## src/rtl/prot_sequencer.sv

```systemverilog
// Input-protection relay sequencer: arms after a run of good input, trips on a bad input,
// holds off and re-arms, and locks out after repeated faults. Macro PROT_FAULT_BLINK_EN blinks the fault LED in LOCKOUT.
module prot_sequencer #(
    parameter int unsigned ARM_CYCLES     = 16,
    parameter int unsigned HOLDOFF_CYCLES = 108,
    parameter int unsigned MAX_RETRIES    = 3,
    parameter int unsigned BLINK_DIV_LOG2 = 5
) (
    input  logic       clk,
    input  logic       rst,
    input  logic       vin_too_high,
    input  logic       vin_not_negative,
    input  logic       clear_fault,
    output logic       prot_relay_en,
    output logic       ok_led_en,
    output logic       fault_led_en,
    output logic       vhi_led_en,
    output logic       vlo_led_en,
    output logic [2:0] fault_count
);

    typedef enum logic [1:0] {
        ARMING  = 2'd0,
        ON      = 2'd1,
        FAULT   = 2'd2,
        LOCKOUT = 2'd3
    } state_t;

    localparam logic [7:0] ARM_LAST  = 8'(ARM_CYCLES - 1);
    localparam logic [7:0] ARM_TERM  = 8'(ARM_CYCLES);
    localparam logic [7:0] HOLD_LAST = 8'(HOLDOFF_CYCLES - 1);
    localparam logic [2:0] MAX_RET   = 3'(MAX_RETRIES);

    state_t     state_q, state_d;
    logic [7:0] arm_cnt_q, arm_cnt_d;
    logic [7:0] hold_cnt_q, hold_cnt_d;
    logic [2:0] fault_cnt_q, fault_cnt_d;
    logic       vhi_q, vhi_d, vlo_q, vlo_d;
    logic       th_meta_q, th_sync_q, nn_meta_q, nn_sync_q;
    logic       clr_meta_q, clr_sync_q, clr_prev_q;
    logic       relay_q, ok_led_q, fault_led_q;
    logic       input_ok_s, clr_rise_s, blink_on_s, fault_led_d;

    assign input_ok_s = nn_sync_q & ~th_sync_q;
    assign clr_rise_s = clr_sync_q & ~clr_prev_q;

`ifdef PROT_FAULT_BLINK_EN
    logic [BLINK_DIV_LOG2:0] blink_cnt_q;

    // Free-running blink divider; its MSB gives a 2^(BLINK_DIV_LOG2+1)-cycle square wave.
    always_ff @(posedge clk) begin
        if (rst) begin
            blink_cnt_q <= '0;
        end else begin
            blink_cnt_q <= blink_cnt_q + {{BLINK_DIV_LOG2{1'b0}}, 1'b1};
        end
    end

    assign blink_on_s = blink_cnt_q[BLINK_DIV_LOG2];
`else
    assign blink_on_s = 1'b1;
`endif

    // Next-state logic for the sequencer, its counters and the fault-cause flags.
    always_comb begin
        state_d     = state_q;
        arm_cnt_d   = arm_cnt_q;
        hold_cnt_d  = hold_cnt_q;
        fault_cnt_d = fault_cnt_q;
        vhi_d       = vhi_q;
        vlo_d       = vlo_q;
        case (state_q)
            ARMING: begin
                if (!input_ok_s) begin
                    arm_cnt_d = 8'd0;
                end else if (arm_cnt_q >= ARM_LAST) begin
                    state_d   = ON;
                    arm_cnt_d = 8'd0;
                end else begin
                    arm_cnt_d = arm_cnt_q + 8'd1;
                end
            end
            ON: begin
                if (!input_ok_s) begin
                    state_d     = FAULT;
                    arm_cnt_d   = 8'd0;
                    hold_cnt_d  = 8'd0;
                    fault_cnt_d = (fault_cnt_q == 3'd7) ? 3'd7 : fault_cnt_q + 3'd1;
                    vhi_d       = vhi_q | th_sync_q;
                    vlo_d       = vlo_q | ~nn_sync_q;
                end else if (arm_cnt_q < ARM_TERM) begin
                    arm_cnt_d = arm_cnt_q + 8'd1;
                    // A full arm-length of clean running forgives earlier faults.
                    if (arm_cnt_q == ARM_LAST) begin
                        fault_cnt_d = 3'd0;
                        vhi_d       = 1'b0;
                        vlo_d       = 1'b0;
                    end else begin
                        fault_cnt_d = fault_cnt_q;
                    end
                end else begin
                    arm_cnt_d = arm_cnt_q;
                end
            end
            FAULT: begin
                if (hold_cnt_q >= HOLD_LAST) begin
                    hold_cnt_d = 8'd0;
                    state_d    = (fault_cnt_q >= MAX_RET) ? LOCKOUT : ARMING;
                end else begin
                    hold_cnt_d = hold_cnt_q + 8'd1;
                end
            end
            LOCKOUT: begin
                if (clr_rise_s) begin
                    state_d     = ARMING;
                    arm_cnt_d   = 8'd0;
                    fault_cnt_d = 3'd0;
                    vhi_d       = 1'b0;
                    vlo_d       = 1'b0;
                end else begin
                    state_d = LOCKOUT;
                end
            end
            default: begin
                state_d = ARMING;
            end
        endcase
    end

    assign fault_led_d = (state_d == FAULT) || ((state_d == LOCKOUT) && blink_on_s);

    // Synchronizers, state registers and outputs decoded from the next state.
    always_ff @(posedge clk) begin
        if (rst) begin
            th_meta_q   <= 1'b0;
            th_sync_q   <= 1'b0;
            nn_meta_q   <= 1'b0;
            nn_sync_q   <= 1'b0;
            clr_meta_q  <= 1'b0;
            clr_sync_q  <= 1'b0;
            clr_prev_q  <= 1'b0;
            state_q     <= ARMING;
            arm_cnt_q   <= 8'd0;
            hold_cnt_q  <= 8'd0;
            fault_cnt_q <= 3'd0;
            vhi_q       <= 1'b0;
            vlo_q       <= 1'b0;
            relay_q     <= 1'b0;
            ok_led_q    <= 1'b0;
            fault_led_q <= 1'b0;
        end else begin
            th_meta_q   <= vin_too_high;
            th_sync_q   <= th_meta_q;
            nn_meta_q   <= vin_not_negative;
            nn_sync_q   <= nn_meta_q;
            clr_meta_q  <= clear_fault;
            clr_sync_q  <= clr_meta_q;
            clr_prev_q  <= clr_sync_q;
            state_q     <= state_d;
            arm_cnt_q   <= arm_cnt_d;
            hold_cnt_q  <= hold_cnt_d;
            fault_cnt_q <= fault_cnt_d;
            vhi_q       <= vhi_d;
            vlo_q       <= vlo_d;
            relay_q     <= (state_d == ON);
            ok_led_q    <= (state_d == ON);
            fault_led_q <= fault_led_d;
        end
    end

    assign prot_relay_en = relay_q;
    assign ok_led_en     = ok_led_q;
    assign fault_led_en  = fault_led_q;
    assign vhi_led_en    = vhi_q;
    assign vlo_led_en    = vlo_q;
    assign fault_count   = fault_cnt_q;

endmodule

```

## config.mk

```make
export PLATFORM = sky130hd
export DESIGN_NAME = prot_sequencer
export DESIGN_NICKNAME = d
export VERILOG_FILES = /design/src/rtl/prot_sequencer.sv
export SDC_FILE = /design/constraint.sdc
export NUM_CORES = 1
export LEC_CHECK = 0
export ABC_AREA = 1
export CORE_AREA = 8 8 64 66
export CTS_BUF_LIST = sky130_fd_sc_hd__clkbuf_8
export DETAILED_ROUTE_END_ITERATION = 16
export DIE_AREA = 0 0 72 74
export PLACE_DENSITY = 0.78
export SYNTH_ARGS = -nofsm -noshare
export SYNTH_HDL_FRONTEND = slang
export SYNTH_SLANG_ARGS = --single-unit
```

## constraint.sdc

```tcl
create_clock -name clk -period 1.3 [get_ports clk]
set_input_delay 0.195 -clock clk [delete_from_list [all_inputs] [get_ports clk]]
set_output_delay 0.195 -clock clk [all_outputs]
set_load 0.01 [all_outputs]
```

==> flow_metrics.tcl, run 1 <==
set metrics [dict create \
    p_leak_nw 0.936 \
    grt_pass1_vias 1352 \
    die-area_mm2 0.00533 \
    firstDrtPassIters 6 \
    postRouteAntennaNets 0 \
    syn_area_per_cell_um2 6.85 \
    synth_nets 237 \
    synth_adder_area_share 0.0239 \
    start_util 0.493 \
    routed_via_density 4.71 \
    min_period_ns 1.30 \
    place_area_mm2 0.00184 \
    cts_hold_buf 0 \
    crit_slowest_cell "dfxtp_2" \
    synth_xor_area_frac 0.00559 \
    clk_latency_ns 0.29 \
    rsz0062_at_grt "true" \
    internal-power_mw 1.49 \
    wirelength_mm 3.47 \
    diodes 0 \
    multiInputGateArea_um2 858 \
    post-place-ws_ns -0.0742 \
    powerDensity_mw_per_mm2 907 \
    die_h_um 74 \
    grt_max_degree 26 \
    max_stage_delay_ns 0.33 \
    ys_warn_count 0 \
    slew_headroom 0.813 \
    failed_checks "negative setup slack" \
    synth_cell_types 25 \
    fin_nets 266 \
    start_kind "register" \
    h-tree-depth 2 \
    endpoint_kind "register" \
    swShare 0.209 \
    fin_area_mm2 0.00208 \
    critPathArrivalTime_ns 1.53 \
    cp.required_ns 1.52 \
    instances_no_fill 304 \
    status "finished, violations left" \
    seqCellArea_um2 656 \
    critPathTopFamily "simple AND/OR/NAND/NOR gates" \
    grt_pass1_wl_mm 5.73 \
    ctsLongestPathBuffers 2 \
    cts_tree "done" \
    synth_top_family_by_area "simple AND/OR/NAND/NOR gates" \
    holdWs_ns 0.405 \
    syn_inst 229 \
    crit_type "reg -> reg" \
    synthFlopType "dfxtp_1" \
    synthToLayoutAreaGrowth_pct 32.6 \
    fin_ws_ns -0.00131 \
    grt-ovfl-total 0 \
    numClockSinks 32 \
    setup_viol 1 \
    die_w_um 72 \
    numPortBuffers 12 \
    gp_congestion 0.899 \
    dr_total_vias 1431 \
    p_seq_frac 0.525 \
    fmaxAchievable_mhz 768 \
    synth_edf_count 0 \
    cp_cell_sequence "ha_2 -> nand3_4 -> o21ai_4 -> buf_6 -> nand3_4 -> nand2_1 -> nand2_1 -> nor2_1" \
    dp_cells 294 \
    track_usage 0.139 \
    worstHoldPathType "reg -> reg" \
    layout-drive-gt1-share 0.271 \
    seq_area_frac_synth 0.409 \
    rows 21 \
    drc 0 \
    p_comb_frac 0.039 \
    clk_pin_slew_ns 0.06 \
    fin_skew_ns 0.00479 \
    period_share 1.00 \
    ios 13 \
    drt_iter0_drc 104 \
    synthMuxAreaShare 0 \
    synth_compound_area_frac 0.0862 \
    synthSimpleGateAreaFrac 0.360 \
    async_flop_share 0 \
    synth-seq-cells 32 \
    root_buffer "clkbuf_8" \
    worst_pin_slew_ns 0.279 \
    hold_viol_final 0 \
    dpl.hpwl_mm 2.38 \
    clockPowerShare 0.436 \
    ir_drop_v 0.000640 \
    antenna_found_initial 0 \
    fillers 259 \
    crit_path_max_fanout 5 \
    switchingPower_mw 0.395 \
    cap_viol_max_count 0 \
    slew_viol_final 0 \
    critPathBufInv 1 \
    netlist_area_mm2 0.00157 \
    wl_per_cell_um 11.4 \
    placeableCoreArea_mm2 0.00318 \
    cts_buffers 5 \
]
worst register-to-register path, cell delays in order, from the launching register on:
cell and delay (ns):
dfxtp_2 0.33, ha_2 0.21, nand3_4 0.10, o21ai_4 0.18, buf_6 0.13, nand3_4 0.09, nand2_1 0.06, nand2_1 0.05
nor2_1 0.09
through the flow:
step / total power [mW] / util / setup TNS, ns
3_3_place_gp: 1.08 / 0.579 / -0.148
4_1_cts: 1.91 / 0.619 / 0
6_report: 1.89 / 0.654 / -0.00131
5_1_grt: 1.96 / 0.654 / -0.537
3_5_place_dp: 1.09 / 0.579 / -0.390
2_1_floorplan: 1.05 / - / 0
cell type report:
class / count / area share
Clock buffer: 7 / 0.0463
Inverter: 36 / 0.0662
Multi-Input combinational cell: 154 / 0.413
Sequential cell: 32 / 0.315
Tap cell: 46 / 0.0277
Timing Repair Buffer: 29 / 0.132
what timing repair did:
item / 4_1_cts / 5_1_grt
pin swaps: 3 / 14
gates cloned: 0 / 0
endpoints found under the setup margin: 23 / 23
buffers inserted: 2 / 1
gates resized for setup: 18 / 33
final timing paths:
| check | cells past startpoint | endpoint | startpoint | slack [ns] |
|---|---|---|---|---|
| setup / recovery | 8 | fault_count[0] | arm_cnt_q[1] | -0.001 |
| hold / removal | 2 | nn_sync_q | nn_meta_q | 0.41 |
| setup reg to reg | 8 | fault_count[0] | arm_cnt_q[1] | -0.001 |
| hold reg to reg | 2 | nn_sync_q | nn_meta_q | 0.41 |
Yosys cell counts (3+ instances only):
cell type	number	area, um2
nand2_1	60	225
nor2_1	35	131
dfxtp_1	32	641
inv_1	32	120
a21oi_1	14	70.1
nand3_1	10	50.1
nand2_2	6	37.5
nand4_1	6	37.5
inv_2	4	15.0
o21ai_0	4	20.0
clkbuf_1	3	11.3
ha_1	3	37.5
nor3_1	3	15.0
power by group through the flow:
stage | combinational (mW) | sequential, mW | clock, mW
after floorplan | 0.0373 | 1.02 | 0
after global placement | 0.0691 | 1.02 | 0
after detailed placement | 0.0702 | 1.02 | 0
after CTS | 0.0726 | 0.995 | 0.847
after global routing | 0.0809 | 0.991 | 0.886
final | 0.0732 | 0.991 | 0.822
per-layer routing:
| layer | part of all wire | vias to the layer above | GRT usage |
|---|---|---|---|
| li1 | - | 764 | - |
| met1 | 0.44 | 635 | 0.151 |
| met2 | 0.50 | 25 | 0.238 |
| met3 | 0.038 | 7 | 0.0485 |
| met4 | 0.020 | 0 | 0.0680 |
| met5 | 0 | - | 0 |
state kept, by name, indices dropped and copies added (netlist names), 2 cells and up:
register	count
hold_cnt_q	8
fault_count	3
arm_cnt_q	8
state_q	2
cells by family after synthesis:
logic type | count (synthesis)
adders and majority gates | 3
AOI/OAI and AO/OA | 23
buffers and inverters | 43
DFF | 32
xor gates and xnor gates | 1
and+or+nand+nor | 127
cells in the final DEF (no fill, tap or decap), drive strengths merged:
cell type	netlist	final
a21oi	15	15
buf	4	17
clkbuf	3	7
clkdlybuf4s50	0	4
dfxtp	32	32
dlygate4sd2	0	8
ha	3	3
inv	36	36
nand2	66	66
nand3	11	11
nand3b	2	2
nand4	6	6
nor2	39	39
nor3	3	3
o211ai	2	2
o21ai	6	6
xor2	1	1
No activity file was read; power rests on OpenSTA's default activity.
==> run 2: changes to the inputs <==
--- a/config.mk
+++ b/config.mk
@@ -6,11 +6,13 @@
 export NUM_CORES = 1
 export LEC_CHECK = 0
 export ABC_AREA = 1
-export CORE_AREA = 8 8 64 66
+export CELL_PAD_IN_SITES_DETAIL_PLACEMENT = 1
+export CELL_PAD_IN_SITES_GLOBAL_PLACEMENT = 2
+export CORE_AREA = 8 8 82 84
 export CTS_BUF_LIST = sky130_fd_sc_hd__clkbuf_8
 export DETAILED_ROUTE_END_ITERATION = 16
-export DIE_AREA = 0 0 72 74
-export PLACE_DENSITY = 0.78
+export DIE_AREA = 0 0 90 92
+export PLACE_DENSITY = 0.79
 export SYNTH_ARGS = -nofsm -noshare
 export SYNTH_HDL_FRONTEND = slang
 export SYNTH_SLANG_ARGS = --single-unit
==> run 2 against run 1 <==
The flow now finishes without violations. Clock skew rose by 0.0040 ns. Die area rose by 55%. Via count rose by 4.8%. Register-to-register slack improved by 0.02 ns. Routed wire length rose by 14%. Critical path depth did not move. Clock-buffer cell count fell by 2. Maximum frequency rose by 1.8%. Clock power fell by 14%. Critical path type unchanged. First-iteration DRC count fell by 67%. Total power fell by 6.1%. Combinational power fell by 5.2%. Highest routed layer unchanged.
==> flow_metrics.tcl, run 2 (same netlist as run 1, synthesis figures left out) <==
set metrics [dict create \
    grt_pass1_vias 1559 \
    crit_type "reg -> reg" \
    h-tree-depth 2 \
    powerDensity_mw_per_mm2 818 \
    start_util 0.290 \
    critical_path_cell_count 8 \
    dp_cells 327 \
    status "complete, no violations" \
    clk_pin_slew_ns 0.06 \
    worstHoldPathCells 2 \
    fmaxAchievable_mhz 782 \
    wl_per_cell_um 11.7 \
    die_h_um 92 \
    die-area_mm2 0.00828 \
    critPathArrivalTime_ns 1.44 \
    synthToLayoutAreaGrowth_pct 38.1 \
    endpoint_kind "register" \
    cp_cell_sequence "ha_4 -> nand3_4 -> o21ai_4 -> nand2_2 -> nor2_2 -> nand2_1 -> nand2_1 -> nor2_1" \
    cts_tree "done" \
    final_common_cell "nand2_1" \
    slew_viol_final 0 \
    track_usage 0.0999 \
    fillers 709 \
    rows 27 \
    die_w_um 90 \
    routed_via_density 4.43 \
    wirelength_mm 3.97 \
    final_cell_mix "55 x nand2_1, 31 x inv_1, 28 x nor2_1" \
    layout-drive-gt1-share 0.320 \
    placeableCoreArea_mm2 0.00541 \
    cts_buffers 5 \
    dpl.hpwl_mm 2.89 \
    fin_skew_ns 0.00880 \
    critPathTopFamily "simple AND/OR/NAND/NOR gates" \
    p_leak_nw 0.950 \
    cts_hold_buf 0 \
    min_period_ns 1.28 \
    firstDrtPassIters 4 \
    drt_iter0_drc 34 \
    crit_path_max_fanout 4 \
    numPortBuffers 12 \
    diodes 0 \
    drc 0 \
    crit_slowest_cell "dfxtp_2" \
    postRouteAntennaNets 0 \
    worst_pin_slew_ns 0.282 \
    numClockSinks 32 \
    grt-ovfl-total 0 \
    cpMostUsedCell "nand2_1" \
    clk_latency_ns 0.28 \
    fin_ws_ns 0.0218 \
    r2r_cells 8 \
    cap_viol_max_count 0 \
    cp.required_ns 1.46 \
    worstHoldPathType "reg -> reg" \
    hold_viol_final 0 \
    slew_headroom 0.810 \
    grt_max_degree 23 \
    grt_pass1_wl_mm 6.90 \
    post-place-ws_ns -0.0835 \
    fin_nets 274 \
    ios 13 \
    ir_drop_v 0.000434 \
    critPathBufInv 0 \
    gp_congestion 0.762 \
    root_buffer "clkbuf_8" \
    rsz0062_at_grt "true" \
    start_kind "register" \
    ctsLongestPathBuffers 2 \
    instances_no_fill 338 \
    setup_viol 0 \
    setup_tns_ns 0 \
    holdWs_ns 0.403 \
    max_stage_delay_ns 0.36 \
    antenna_found_initial 0 \
    dr_total_vias 1499 \
    period_share 0.983 \
    fin_util 0.400 \
]
## run 2: cell types whose count changed in the layout (fill, tap and decap cells not counted), sizes merged
| cell | previous run | this run |
|---|---|---|
| buf | 17 | 25 |
| clkbuf | 7 | 5 |
| clkinv | 0 | 1 |
| inv | 36 | 37 |
## run 2: worst reg2reg max path, cell delays in order, from the launching register on
cell	delay, ns
dfxtp_2	0.36
ha_4	0.15
nand3_4	0.09
o21ai_4	0.24
nand2_2	0.07
nor2_2	0.10
nand2_1	0.06
nand2_1	0.06
nor2_1	0.04
## run 2: worst paths after layout
check,startpoint,to,slack (ns)
max reg2reg,arm_cnt_q[1],fault_count[0],0.02
max,arm_cnt_q[1],fault_count[0],0.02
min reg2reg,clr_meta_q,clr_sync_q,0.40
min,clr_meta_q,clr_sync_q,0.40
## run 2: routing by layer
| layer | wire length (um) | vias to the layer above | GRT usage | share of wire |
|---|---|---|---|---|
| li1 | - | 779 | - | - |
| met1 | 1780 | 701 | 0.110 | 0.45 |
| met2 | 2020 | 14 | 0.179 | 0.51 |
| met3 | 107 | 5 | 0.0293 | 0.027 |
| met4 | 57 | 0 | 0.0374 | 0.014 |
| met5 | 0 | - | 0 | 0 |
## run 2: report_power, final
| group | switching, mW | leakage [nW] | internal, mW |
|---|---|---|---|
| sequential | 0.00428 | 0.263 | 0.991 |
| clock | 0.351 | 0.0452 | 0.356 |
| combinational | 0.0397 | 0.642 | 0.0297 |
## run 2: metrics by stage
stage	area [um2]	total power, mW
after global routing	2160	1.87
final	2160	1.77
after floorplan	1580	1.05
after global placement	1900	1.08
after CTS	2030	1.81
after detailed placement	1900	1.08
## run 2: layout make-up
class / instances / area, um2 / area share
well taps: 72 / 90.1 / 0.0416
clock inverters: 2 / 8.76 / 0.00405
inverters: 36 / 138 / 0.0636
multi-input cells: 154 / 903 / 0.417
flip-flops and latches: 32 / 651 / 0.301
repair buffers: 37 / 305 / 0.141
clock buffers: 5 / 68.8 / 0.0318
## run 2: repair_timing
| action | in CTS | in global routing |
|---|---|---|
| pin swaps | 6 | 16 |
| buffers inserted | 1 | 3 |
| hold endpoints to repair | 0 | 0 |
| setup endpoints to repair | 24 | 22 |
| resized for setup | 23 | 36 |
==> run 3: changes to the inputs <==
--- a/config.mk
+++ b/config.mk
@@ -12,7 +12,8 @@
 export CTS_BUF_LIST = sky130_fd_sc_hd__clkbuf_8
 export DETAILED_ROUTE_END_ITERATION = 16
 export DIE_AREA = 0 0 90 92
-export PLACE_DENSITY = 0.79
+export GPL_ROUTABILITY_DRIVEN = 0
+export PLACE_DENSITY_LB_ADDON = 0.1
 export SYNTH_ARGS = -nofsm -noshare
 export SYNTH_HDL_FRONTEND = slang
 export SYNTH_SLANG_ARGS = --single-unit
==> run 3 against run 2 <==
Via count grew 0.13%. First-iteration DRC count rose by 12%. Hold slack about the same. Critical path type unchanged. Largest cell class unchanged. Highest routed layer unchanged.
==> flow_metrics.tcl, run 3 (same netlist as run 1, synthesis figures left out) <==
set metrics [dict create \
    die_w_um 90 \
    diodes 0 \
    drc 0 \
    cts_tree "done" \
    ctsLongestPathBuffers 2 \
    drt_iter0_drc 38 \
    fin_total_pwr_mw 1.85 \
    postRouteAntennaNets 0 \
    period_share 0.988 \
    wl_per_cell_um 12.3 \
    dr_total_vias 1501 \
    h-tree-depth 2 \
    holdWs_ns 0.403 \
    antenna_found_initial 0 \
    switchingPower_mw 0.408 \
    cp-startpoint "arm_cnt_q[0]" \
    routed_via_density 4.40 \
    numClockSinks 32 \
    numPortBuffers 12 \
    min_period_ns 1.28 \
    dpl.hpwl_mm 2.96 \
    setup_viol 0 \
    layout-drive-gt1-share 0.316 \
    use_met3 0.0244 \
    grt_most_used_layer "met2" \
    synthToLayoutAreaGrowth_pct 40.9 \
    start_util 0.290 \
    fin_nets 276 \
    status "complete, no violations" \
    placeableCoreArea_mm2 0.00541 \
    worstHoldPathType "reg -> reg" \
    fmaxAchievable_mhz 779 \
    firstDrtPassIters 4 \
    crit_path_max_fanout 4 \
    ir_drop_v 0.000425 \
    clk_pin_slew_ns 0.07 \
    wirelength_mm 4.18 \
    start_kind "register" \
    final_common_cell "nand2_1" \
    worst_pin_slew_ns 0.252 \
    holdCritStartpoint "clr_meta_q" \
    cap_viol_max_count 0 \
    die-area_mm2 0.00828 \
    hold_viol_final 0 \
    post-place-ws_ns -0.125 \
    p_seq_frac 0.538 \
    fin_skew_ns 0.00457 \
    internal-power_mw 1.44 \
    met1_usage 0.119 \
    clk_latency_ns 0.28 \
    timing.rr.start "arm_cnt_q[0]" \
    cts_buffers 5 \
    use_met2 0.190 \
    slew_viol_final 0 \
    regToRegSetupSlack_ns 0.02 \
    rsz0062_at_grt "true" \
    fin_ws_ns 0.0160 \
    critPathArrivalTime_ns 1.46 \
    rows 27 \
    p_comb_frac 0.044 \
    grt_pass1_vias 1610 \
    powerDensity_mw_per_mm2 839 \
    p_leak_nw 0.998 \
    clockPowerShare 0.418 \
    root_buffer "clkbuf_8" \
    grt-ovfl-total 0 \
    grt_max_degree 26 \
    die_h_um 92 \
    track_usage 0.107 \
    crit_type "reg -> reg" \
    slew_headroom 0.830 \
    swShare 0.220 \
    fin_util 0.409 \
    grt_pass1_wl_mm 7.36 \
    fillers 687 \
    cp.required_ns 1.47 \
    final_cell_mix "51 x nand2_1, 31 x inv_1, 28 x nor2_1" \
    ios 13 \
    endpoint_kind "register" \
]
-- run 3: final cells by class --
cell class	instances	area (um2)	area share
Sequential cell	32	651	0.295
Inverter	36	140	0.0635
Timing Repair Buffer	39	340	0.154
Clock inverter	2	7.51	0.00340
Clock buffer	6	82.6	0.0374
Multi-Input combinational cell	154	897	0.406
Tap cell	72	90.1	0.0408
-- run 3: repair_timing --
action                     in CTS  in global routing
hold buffers                    0                  0
setup buffers                   2                  4
setup endpoints to repair      25                 22
resized for setup              25                 37
pin swaps                       3                 17
-- run 3: metal layers --
layer,up-vias,part of all wire,wire (um)
met5,-,0,0
met4,0,0.022,90
met3,8,0.024,101
met2,18,0.50,2100
met1,695,0.45,1890
li1,780,-,-
-- run 3: power by group through the flow --
stage | Clock, mW | Combinational (mW) | Sequential (mW)
6_report | 0.775 | 0.0816 | 0.996
5_1_grt | 0.860 | 0.0905 | 0.995
4_1_cts | 0.813 | 0.0793 | 0.995
3_5_place_dp | 0 | 0.0740 | 1.02
3_3_place_gp | 0 | 0.0716 | 1.02
2_1_floorplan | 0 | 0.0373 | 1.02
-- run 3: stage by stage --
step,instances,TNS [ns],cell area [um2]
global route,341,-0.726,2210
floorplan,229,0,1580
finish,341,0,2210
CTS,337,-0.00194,2060
detailed placement,327,-0.927,1910
global placement,327,-1.05,1910
-- run 3: worst paths after layout --
kind,end,cells past startpoint
setup / recovery,fault_count[1],8
hold / removal,clr_sync_q,2
setup reg to reg,fault_count[1],8
hold reg to reg,clr_sync_q,2
-- run 3: worst max-delay path, stage by stage (launching register included) --
cell	delay, ns
dfxtp_2	0.36
ha_4	0.15
nand3_4	0.11
o21ai_4	0.18
nand2_1	0.09
nor2_2	0.12
nand2_1	0.07
nand2_1	0.06
nor2_1	0.03
